===== src/rtl/rnd_sched_pkg.sv =====
`default_nettype none
// +----------------------------------------------------------------------+
// | rnd_sched_pkg: shared widths, constants and FSM states for rnd_sched |
// | Rev 1.0                                                              |
// +----------------------------------------------------------------------+
package rnd_sched_pkg;

    localparam int               RND_W        = 13;
    localparam int               FRESH_SHIFTS = 13;
    localparam logic [RND_W-1:0] SEED_DEFAULT = 13'h000F;

    typedef enum logic [0:0] {
        IDLE  = 1'b0,
        GRANT = 1'b1
    } state_t;

    // Taps 12/3/2/0, new bit enters at the LSB.
    function automatic logic [RND_W-1:0] lfsr_next(input logic [RND_W-1:0] r);
        return {r[11:0], r[12] ^ r[3] ^ r[2] ^ r[0]};
    endfunction

endpackage
`default_nettype wire


===== src/rtl/lfsr13_core.sv =====
`default_nettype none
// +----------------------------------------------------------------------+
// | lfsr13_core: 13-bit Fibonacci LFSR with shift enable and reseed      |
// | Rev 1.0                                                              |
// +----------------------------------------------------------------------+
module lfsr13_core
    import rnd_sched_pkg::*;
#(
    parameter logic [RND_W-1:0] SEED = SEED_DEFAULT
) (
    input  logic             clock,
    input  logic             reset,
    input  logic             i_en,
    input  logic             i_load,
    input  logic [RND_W-1:0] i_load_val,
    output logic [RND_W-1:0] o_q
);

    logic [RND_W-1:0] r_q;

    // An all-zero seed would lock the LFSR, so it falls back to SEED.
    always_ff @(posedge clock or posedge reset) begin
        if (reset) begin
            r_q <= SEED;
        end else if (i_load) begin
            r_q <= (i_load_val == '0) ? SEED : i_load_val;
        end else if (i_en) begin
            r_q <= lfsr_next(r_q);
        end
    end

    assign o_q = r_q;

endmodule
`default_nettype wire


===== src/rtl/rnd_sched.sv =====
`default_nettype none
// +----------------------------------------------------------------------+
// | rnd_sched: round-robin grant carrying a fully refreshed random value |
// | Rev 1.0                                                              |
// +----------------------------------------------------------------------+
module rnd_sched
    import rnd_sched_pkg::*;
#(
    parameter int               NUM_REQ = 4,
    parameter logic [RND_W-1:0] SEED    = SEED_DEFAULT
) (
    input  logic               clock,
    input  logic               reset,
    input  logic [NUM_REQ-1:0] req,
    input  logic               lfsr_en,
    input  logic               seed_load,
    input  logic [RND_W-1:0]   seed_val,
    output logic [NUM_REQ-1:0] gnt,
    output logic [RND_W-1:0]   rnd_out,
    output logic               rnd_valid,
    output logic               fresh
);

    localparam int         IDX_W       = (NUM_REQ > 1) ? $clog2(NUM_REQ) : 1;
    localparam logic [3:0] c_fresh_max = 4'(FRESH_SHIFTS);

    state_t             r_state;
    state_t             w_state_nxt;
    logic [3:0]         r_fresh_cnt;
    logic [IDX_W-1:0]   r_last;
    logic [NUM_REQ-1:0] r_gnt;
    logic [NUM_REQ-1:0] w_gnt_nxt;
    logic [RND_W-1:0]   r_rnd_out;
    logic [RND_W-1:0]   w_rnd_nxt;
    logic               r_rnd_valid;
    logic               w_valid_nxt;
    logic [RND_W-1:0]   w_lfsr;
    logic               w_decide;
    logic               w_found;
    logic [IDX_W-1:0]   w_win;
    logic [IDX_W-1:0]   w_idx;

    lfsr13_core #(
        .SEED       (SEED)
    ) u_lfsr (
        .clock      (clock),
        .reset      (reset),
        .i_en       (lfsr_en),
        .i_load     (seed_load),
        .i_load_val (seed_val),
        .o_q        (w_lfsr)
    );

    // Scan upward from the requester after the last winner, wrapping around.
    always_comb begin
        w_found = 1'b0;
        w_win   = '0;
        w_idx   = '0;
        for (int i = 0; i < NUM_REQ; i++) begin
            w_idx = IDX_W'((int'(r_last) + 1 + i) % NUM_REQ);
            if (!w_found && req[w_idx]) begin
                w_found = 1'b1;
                w_win   = w_idx;
            end
        end
    end

    assign w_decide = (r_state == IDLE) && (req != '0) &&
                      (r_fresh_cnt == c_fresh_max) && !seed_load;

    always_comb begin
        w_state_nxt = r_state;
        w_gnt_nxt   = '0;
        w_valid_nxt = 1'b0;
        w_rnd_nxt   = r_rnd_out;
        case (r_state)
            IDLE: begin
                if (w_decide) begin
                    w_state_nxt = GRANT;
                    w_gnt_nxt   = NUM_REQ'(1) << w_win;
                    w_valid_nxt = 1'b1;
                    w_rnd_nxt   = w_lfsr;
                end
            end
            GRANT: begin
                w_state_nxt = IDLE;
            end
        endcase
    end

    always_ff @(posedge clock or posedge reset) begin
        if (reset) begin
            r_state     <= IDLE;
            r_gnt       <= '0;
            r_rnd_out   <= '0;
            r_rnd_valid <= 1'b0;
            r_last      <= IDX_W'(NUM_REQ - 1);
        end else begin
            r_state     <= w_state_nxt;
            r_gnt       <= w_gnt_nxt;
            r_rnd_out   <= w_rnd_nxt;
            r_rnd_valid <= w_valid_nxt;
            if (w_decide) begin
                r_last <= w_win;
            end
        end
    end

    // Reseed and delivery both restart the freshness count; otherwise count shifts up to 13.
    always_ff @(posedge clock or posedge reset) begin
        if (reset) begin
            r_fresh_cnt <= '0;
        end else if (seed_load || w_decide) begin
            r_fresh_cnt <= '0;
        end else if (lfsr_en && (r_fresh_cnt != c_fresh_max)) begin
            r_fresh_cnt <= r_fresh_cnt + 4'd1;
        end
    end

    assign gnt       = r_gnt;
    assign rnd_out   = r_rnd_out;
    assign rnd_valid = r_rnd_valid;
    assign fresh     = (r_fresh_cnt == c_fresh_max);

endmodule
`default_nettype wire


===== config.mk =====
export PLATFORM = sky130hd
export DESIGN_NAME = rnd_sched
export DESIGN_NICKNAME = d
export VERILOG_FILES = /design/src/rtl/rnd_sched_pkg.sv /design/src/rtl/lfsr13_core.sv /design/src/rtl/rnd_sched.sv
export SDC_FILE = /design/constraint.sdc
export NUM_CORES = 1
export LEC_CHECK = 0
export ABC_AREA = 1
export CAP_MARGIN = 5
export CORE_UTILIZATION = 33
export CTS_BUF_LIST = sky130_fd_sc_hd__clkbuf_16
export DETAILED_ROUTE_END_ITERATION = 16
export DONT_BUFFER_PORTS = 1
export GPL_ROUTABILITY_DRIVEN = 0
export PLACE_DENSITY = 0.54
export SLEW_MARGIN = 20
export SYNTH_ARGS = -nofsm -noshare
export SYNTH_HDL_FRONTEND = slang
export SYNTH_SLANG_ARGS = --single-unit

===== constraint.sdc =====
create_clock -name clock -period 1.5 [get_ports clock]
set_input_delay 0.45 -clock clock [delete_from_list [all_inputs] [get_ports clock]]
set_output_delay 0.45 -clock clock [all_outputs]
set_load 0.005 [all_outputs]

After elaboration in Yosys (flattened, before gate mapping) --
Index checks and enable logic that the tools add are counted.
Storage, ports and cells: word-level logic and storage cells 65, register bits 38, input bits 21, output and inout port bits 19
Operators by class: equality and inequality tests 2, mux-type cells 25, shifts and indexed selects 1, $add $sub $neg 5, order comparisons 4, reduce and logical (&&, ||, !) cells 17, bitwise gates (word level) 4
Operators by type and width (number):
- 13-bit 2-to-1 mux | 3
- 4-bit 2-to-1 mux | 4
- 13-bit zero test | 1
- 2-bit by 3-bit < comparator with 1-bit output, second input constant | 4
- 1-bit 2-to-1 mux | 9
- 1-bit binary-select mux with 2-bit select | 4
- 2-bit 2-to-1 mux | 4
- 1-bit logical AND | 7
- 2-bit adder, second input constant | 3
- 4-bit by 1-bit adder with 4-bit output, second input constant | 1
- 4-bit equality test, second input constant | 1
- 1-bit zero test | 4
- 4-bit != test, second input constant | 1
- 2-bit nonzero test | 2
- 4-bit nonzero test | 1
- 1-bit by 2-bit left shift with 4-bit output, first input constant | 1
- 1-bit XOR | 3
- 2-bit by 1-bit adder with 2-bit output, second input constant | 1
- 1-bit one-hot mux with 2 select lines | 1
- 2-bit AND reduction | 1
- 1-bit logical OR | 1
- 1-bit NOT | 1

Depth between registers and ports, before layout --
Gate-level depths: netlist of the first run.
depth after elaboration 16, mapped depth 12, depth with buffers taken out 11

Cells and area by module --
A second synthesis of the first run with hierarchy kept.
Second synthesis, totals: cells, all modules 281, area, all modules 2090.8 µm²
By module, submodules not included:
- rnd_sched | seq. area each 603.1 µm², times used 1, cells an instance 172, area an instance 1346.3 µm²
- lfsr13_core | seq. area each 330.3 µm², times used 1, cells an instance 109, area an instance 744.5 µm²

Worst setup path after synthesis of the first run --
OpenSTA, ideal clock, no wires.
kind register to register, start register r_fresh_cnt[1], end register r_rnd_out[10] (netlist: rnd_out[10]), cell stages (with the launch flop) 11, arrival 1.364 ns, buffers on the path 1, slack 0.019 ns, data required time 1.384 ns, clock period less this slack 1.481 ns, setup time 0.116 ns, path through dfrtp_1 > inv_1 > ha_1 > nand3_1 > inv_2 > nand3_1 > nor2_4 > inv_2 > buf_6 > nand2_1 > nand2_1
On the way: word-level cells in the longest chain between the ends 4
RTL lines:
- start: declaration | RTL line rnd_sched.sv:29 | logic [3:0] r_fresh_cnt;
- start signal: assignment | RTL line rnd_sched.sv:116 | r_fresh_cnt <= r_fresh_cnt + 4'd1;
- 4-bit equality test
- net fresh | RTL line rnd_sched.sv:21 | output logic fresh
- 1-bit logical AND | RTL line rnd_sched.sv:68 | assign w_decide = (r_state == IDLE) && (req != '0) &&
- 1-bit logical AND | RTL line rnd_sched.sv:69 | (r_fresh_cnt == c_fresh_max) && !seed_load;
- 2-bit AND reduction (no line)
- end signal: assignment | RTL line rnd_sched.sv:101 | r_rnd_out <= w_rnd_nxt;
- end: declaration | RTL line rnd_sched.sv:33 | logic [RND_W-1:0] r_rnd_out;
The timed path passes the listed nets, and every way through them passes these cells. A chain may end at the register's enable or synchronous reset.

Worst setup path after layout of the first run --
start register r_fresh_cnt[1], end output fresh
On the way: word-level cells in the longest chain between the ends 1
RTL lines:
- 4-bit equality test | RTL line rnd_sched.sv:123 | assign fresh = (r_fresh_cnt == c_fresh_max);
- end: declaration | RTL line rnd_sched.sv:21
No other way between the ends.

==> results by group, run 1 <==
Setup path
  – Worst r2r src: r_last[0]$_DFFE_PP1N_
  – RR Endpoint: gnt[3]$_DFF_PP0_
  – Crit path max fanout: 2
  – Reg2Reg Depth: 10
  – Crit end category: output pin
  – R2R setup slack: -0.05 ns
  – Data required time at the worst endpoint: 1.05 ns
  – WS Path Type: flop to output pin
  – Crit path launch type: flop
  – WP data arrival: 1.14 ns

Layout
  – Most frequent cells in the layout: 71 x nand2_1, 31 x dfrtp_1, 22 x nand2_2, 20 x inv_1, 19 x nor2_1
  – Final nets: 291
  – Layout cells sized above 1: 0.279
  – Final Cell Area: 2420 µm²
  – Most common cell after layout, fill and taps aside: nand2_1
  – Area Growth Syn to Fin: 21.7%
  – Ant diodes: 0
  – Final Util: 0.428

Synth
  – Syn Inst Count: 251
  – Syn Nets: 274
  – Yosys warns: 0
  – Mean Syn Cell Area: 7.91 µm²
  – Mapped cell area: 1990 µm²
  – Synth area leaders: dfrtp_1 39%, nand2_1 15%, dfstp_2 7.9%, nand2_2 5.0%, nor2_1 4.0%
  – Post-synthesis sequential area ratio: 0.470
  – Post-synthesis async set-or-reset flop share: 1.00
  – Yosys cell types: 32
  – Top FF cell, synth: dfrtp_1
  – Biggest area consumer among synthesized cells: dfrtp_1
  – Post-synth EDFFs: 0
  – Synth top area share: 0.391
  – Synthesized flop and latch total: 37

Timing
  – Setup TNS: -0.281 ns
  – Final setup fails: 6
  – RSZ-0062 raised after global routing: yes
  – Slew @ Worst Pin: 0.419 ns
  – Fmax: 0.631 GHz
  – Max Slew Vio Count: 0
  – Hold_ws: 0.116 ns
  – Fin worst setup slack: -0.0857 ns
  – Hold Vio Cnt, Final: 0
  – Fin crit share: 1.06
  – Tmin final: 1.59 ns
  – Rel. slew slack: 0.720
  – Clk_skew: 0.00595 ns

Job
  – Max-cap viol count: 0

Die
  – Die W: 79.6 µm
  – I/O Pins: 40
  – FP Rows: 27
  – Core area: 5640 µm²
  – Die Height: 79.6 µm
  – Initial Util: 0.352
  – Die footprint: 6330 µm²

GRT
  – Initial antenna violation count: 0
  – Grt total ovfl: 0
  – Global Route Usage Sum: 0.157
  – Largest net degree at the start of global routing: 38
  – Vias in the first global route: 1621
  – First-pass GRT wire length: 7700 µm

Placed design
  – PortBufs: 0
  – Placed Area: 2140 µm²
  – Hpwl dp: 3260 µm

Routing
  – Post-DRT Antenna Nets: 0
  – Routed WL: 4560 µm
  – Post-DR wirelength/cell: 13.4 µm
  – Initial drt markers: 44
  – Avg Vias per Cell: 4.77
  – Drt pass-1 iters: 4
  – Via count: 1627
  – Post-route DRC: 0

Clocking
  – TritonCTS Sinks: 37
  – Worst skew pair latency: 0.27 ns
  – H-tree depth: 2
  – Clk root buf: clkbuf_16
  – CTS clk-pin slew, worst paths: 0.06 ns
  – CTS Buf Count: 5
  – Clock Path Buffers: 2
  – TritonCTS clock tree: yes

Run status
  – Failing checks: setup timing
  – Status: finished, violations left

Pwr
  – PnR Total Power: 2300 µW
  – Worst vdd ir: 617 µV
  – Power density over the cells: 953 nW/µm²
  – LEAKAGE: 0.00119 µW

Hold path
  – Hold WC Path Type: input pin to async pin
## per-layer routing
metal	share of wire	vias to the layer above	global-route usage
met4	0.0046	0	0.0436
met5	0	-	0
met2	0.47	25	0.250
li1	-	845	-
met3	0.050	2	0.0503
met1	0.47	755	0.205
## final cells by class
class                           instances  area [µm²]
Multi-Input combinational cell        181         967
Fill cell                             563        3220
Timing Repair Buffer                   19         191
Tap cell                               72        90.1
Inverter                               24        97.6
Clock inverter                          3        12.5
Sequential cell                        37         933
Clock buffer                            5         125
## registers in the layout, indices dropped and copies added, names as in the netlist
register	cells
rnd_out	13
u_lfsr.o_q	13
gnt	4
r_fresh_cnt	4
r_last	2
rnd_valid	1
## worst max path at each step
stage	start	to	slack [ns]	cells after the start
finish	r_fresh_cnt[1]$_DFFE_PP0P_	fresh	-0.09	5
global route	r_fresh_cnt[1]$_DFFE_PP0P_	fresh	-0.15	5
CTS	r_fresh_cnt[1]$_DFFE_PP0P_	fresh	-0.08	5
detailed placement	r_last[0]$_DFFE_PP1N_	gnt[3]$_DFF_PP0_	-0.06	10
global placement	r_last[1]$_DFFE_PP1N_	gnt[2]$_DFF_PP0_	-0.02	10
floorplan	r_fresh_cnt[1]$_DFFE_PP0P_	rnd_out[10]$_DFFE_PP0P_	0.02	10
## cell families after synthesis
kind of cell | Yosys count | synth area share
fa+ha+maj | 2 | 0.0126
buf+inv | 33 | 0.0743
flops | 37 | 0.470
xor+xnor | 4 | 0.0176
compound gates | 29 | 0.0876
simple gates | 146 | 0.338
## report_power, final
part	internal, µW	switching (µW)	leakage, µW
Sequential	1060	40.7	0.000470
Clock	600	371	0.0000687
Combinational	97.7	137	0.000651
## critical path: stages, from the launching register on
cell and delay (ns):
dfrtp_1 0.37, inv_1 0.06, ha_2 0.17, nand3_2 0.09
inv_2 0.08, buf_6 0.09
## timing repair
action | 4_1_cts | 5_1_grt
endpoints found under the hold margin | 0 | 0
endpoints found under the setup margin | 9 | 20
hold buffers | 0 | 0
gates resized for setup | 6 | 17
pin swaps | 0 | 5
buffers inserted | 4 | 2
## cells in the mapped netlist, types with 2 or more instances
| cell type | n |
|---|---|
| a21oi_1 | 4 |
| xor2_1 | 3 |
| o211ai_1 | 2 |
| nand4_1 | 6 |
| clkbuf_1 | 3 |
| nor2_1 | 21 |
| nand3_2 | 2 |
| nor3_1 | 2 |
| nand3_1 | 15 |
| inv_2 | 4 |
| a221oi_1 | 2 |
| o22ai_1 | 4 |
| inv_1 | 20 |
| buf_6 | 2 |
| a31oi_1 | 5 |
| ha_1 | 2 |
| nor2_2 | 3 |
| nand2_4 | 2 |
| dfrtp_1 | 31 |
| nand2_1 | 77 |
| o21ai_0 | 9 |
| nand2_2 | 16 |
| buf_4 | 2 |
| dfstp_2 | 6 |
## metrics by stage
| stage | setup WS [ns] | instances |
|---|---|---|
| floorplan | 0.0194 | 251 |
| global placement | -0.0239 | 327 |
| detailed placement | -0.0603 | 327 |
| CTS | -0.0770 | 339 |
| global route | -0.154 | 341 |
| finish | -0.0857 | 341 |
Power figures use the tool's default switching activity.
==> run 2: changes to the inputs <==
--- a/config.mk
+++ b/config.mk
@@ -12,7 +12,9 @@
 export DETAILED_ROUTE_END_ITERATION = 16
 export DONT_BUFFER_PORTS = 1
 export GPL_ROUTABILITY_DRIVEN = 0
-export PLACE_DENSITY = 0.54
+export HOLD_SLACK_MARGIN = 0.03
+export PLACE_DENSITY = 0.49
+export RECOVER_POWER = 50
 export SLEW_MARGIN = 20
 export SYNTH_ARGS = -nofsm -noshare
 export SYNTH_HDL_FRONTEND = slang
==> run 2 against run 1 <==
Net effect:
- the flow still finishes with violations (setup timing)
- sequential share of layout area decreased by 1.9 points
- sequential power about the same
- fmax decreased by 0.39%
- cell count increased by 1.8%
- utilization increased by 2.2 points
- clock-buffer cell count unchanged
- critical endpoint unchanged
==> results by group, run 2 (synthesis results as in run 1) <==
Pwr
  – Power density over the cells: 907 nW/µm²
  – LEAKAGE: 0.00126 µW
  – Worst vdd ir: 518 µV

Die
  – Die Height: 79.6 µm
  – FP Rows: 27
  – Die W: 79.6 µm
  – Initial Util: 0.352
  – Die footprint: 6330 µm²
  – I/O Pins: 40
  – Core area: 5640 µm²

Layout
  – Final Cell Area: 2540 µm²
  – Most common cell after layout, fill and taps aside: nand2_1
  – Fin cells: 347
  – Fillers: 553
  – Final nets: 297
  – Ant diodes: 0
  – Most frequent cells in the layout: 65 x nand2_1, 31 x dfrtp_1, 20 x nor2_1, 20 x nand2_2, 19 x inv_1
  – Area Growth Syn to Fin: 28.0%
  – Layout cells sized above 1: 0.305

GRT
  – Largest net degree at the start of global routing: 38
  – Vias in the first global route: 1589
  – Grt total ovfl: 0
  – Global Route Usage Sum: 0.151
  – Initial antenna violation count: 0
  – First-pass GRT wire length: 7270 µm

Clocking
  – Clk root buf: clkbuf_16
  – H-tree depth: 2
  – Worst skew pair latency: 0.28 ns
  – CTS Buf Count: 5
  – TritonCTS clock tree: yes
  – Clock Path Buffers: 2
  – TritonCTS Sinks: 37
  – CTS clk-pin slew, worst paths: 0.06 ns

Routing
  – Post-DRT Antenna Nets: 0
  – Routed WL: 4740 µm
  – Avg Vias per Cell: 4.84
  – Post-DR wirelength/cell: 13.7 µm
  – Via count: 1680
  – Drt pass-1 iters: 4
  – Initial drt markers: 125
  – Post-route DRC: 0

Timing
  – Fin crit share: 1.06
  – Tmin final: 1.59 ns
  – Clk_skew: 0.00457 ns
  – Fin worst setup slack: -0.0919 ns
  – Rel. slew slack: 0.386
  – Setup TNS: -0.393 ns
  – Hold_ws: 0.253 ns
  – Fmax: 0.628 GHz
  – Slew @ Worst Pin: 0.920 ns
  – Max Slew Vio Count: 0
  – Hold Vio Cnt, Final: 0
  – Final setup fails: 6
  – RSZ-0062 raised after global routing: yes

Setup path
  – WS Path Type: flop to output pin
  – Data required time at the worst endpoint: 1.05 ns
  – Reg2Reg Depth: 10
  – R2R setup slack: -0.07 ns
  – Crit path launch type: flop
  – WP data arrival: 1.14 ns
  – Crit end category: output pin
  – Crit path max fanout: 2

Placed design
  – PortBufs: 0
  – Hpwl dp: 3270 µm
  – Dpl cells: 330
  – Placed Area: 2160 µm²

Hold path
  – Hold Path Stages: 1
  – Hold WC Path Type: input pin to flop

Run status
  – Failing checks: setup timing
  – Status: finished, violations left

Job
  – Max-cap viol count: 0
## run 2: path summary, 6_finish.rpt
kind | start | to
max | r_fresh_cnt[1]$_DFFE_PP0P_ | fresh
min | lfsr_en | u_lfsr.o_q[6]$_DFFE_PP0P_
max reg2reg | r_last[0]$_DFFE_PP1N_ | gnt[3]$_DFF_PP0_
min reg2reg | rnd_out[6]$_DFFE_PP0P_ | rnd_out[6]$_DFFE_PP0P_
max in group asynchronous | reset | r_fresh_cnt[2]$_DFFE_PP0P_
min in group asynchronous | reset | rnd_out[9]$_DFFE_PP0P_
## run 2: final cells by class
cell class / instances / area [µm²] / share of cell area
Multi-Input combinational cell: 181 / 1030 / 0.404
Sequential cell: 37 / 933 / 0.367
Timing Repair Buffer: 23 / 236 / 0.0930
Clock buffer: 5 / 125 / 0.0492
Inverter: 24 / 103 / 0.0404
Tap cell: 72 / 90.1 / 0.0354
Timing Repair inverter: 2 / 15.0 / 0.00591
Clock inverter: 3 / 12.5 / 0.00492
## run 2: per-stage QoR
step	setup WS, ns	util	power (µW)
after floorplan	0.0194	-	1280
after detailed placement	-0.0636	0.383	1330
after global placement	-0.0527	0.383	1330
final	-0.0919	0.451	2310
after global routing	-0.205	0.451	2420
after CTS	-0.0828	0.410	2330
## run 2: power by group
| part | switching, µW | leakage (µW) | internal (µW) |
|---|---|---|---|
| Combinational | 138 | 0.000717 | 90.5 |
| Sequential | 37.1 | 0.000470 | 1060 |
| Clock | 383 | 0.0000687 | 600 |
| Total | 558 | 0.00126 | 1750 |
## run 2: critical path, cell delays in order, from the launching register on
cell and delay, ns:
dfrtp_1 0.37, inv_1 0.06, ha_1 0.15, nand3_2 0.09, inv_2 0.09, buf_4 0.11
## run 2: what timing repair did
action,CTS,global route
cloned,0,4
hold buffers,0,0
setup endpoints to repair,5,22
setup buffers,0,5
pin swaps,0,11
resized for setup,4,41
## run 2: per-layer routing
| layer | wire, µm | GRT usage |
|---|---|---|
| met1 | 2270 | 0.200 |
| met2 | 2130 | 0.231 |
| met3 | 285 | 0.0457 |
| met4 | 62 | 0.0564 |
| met5 | 0 | 0 |
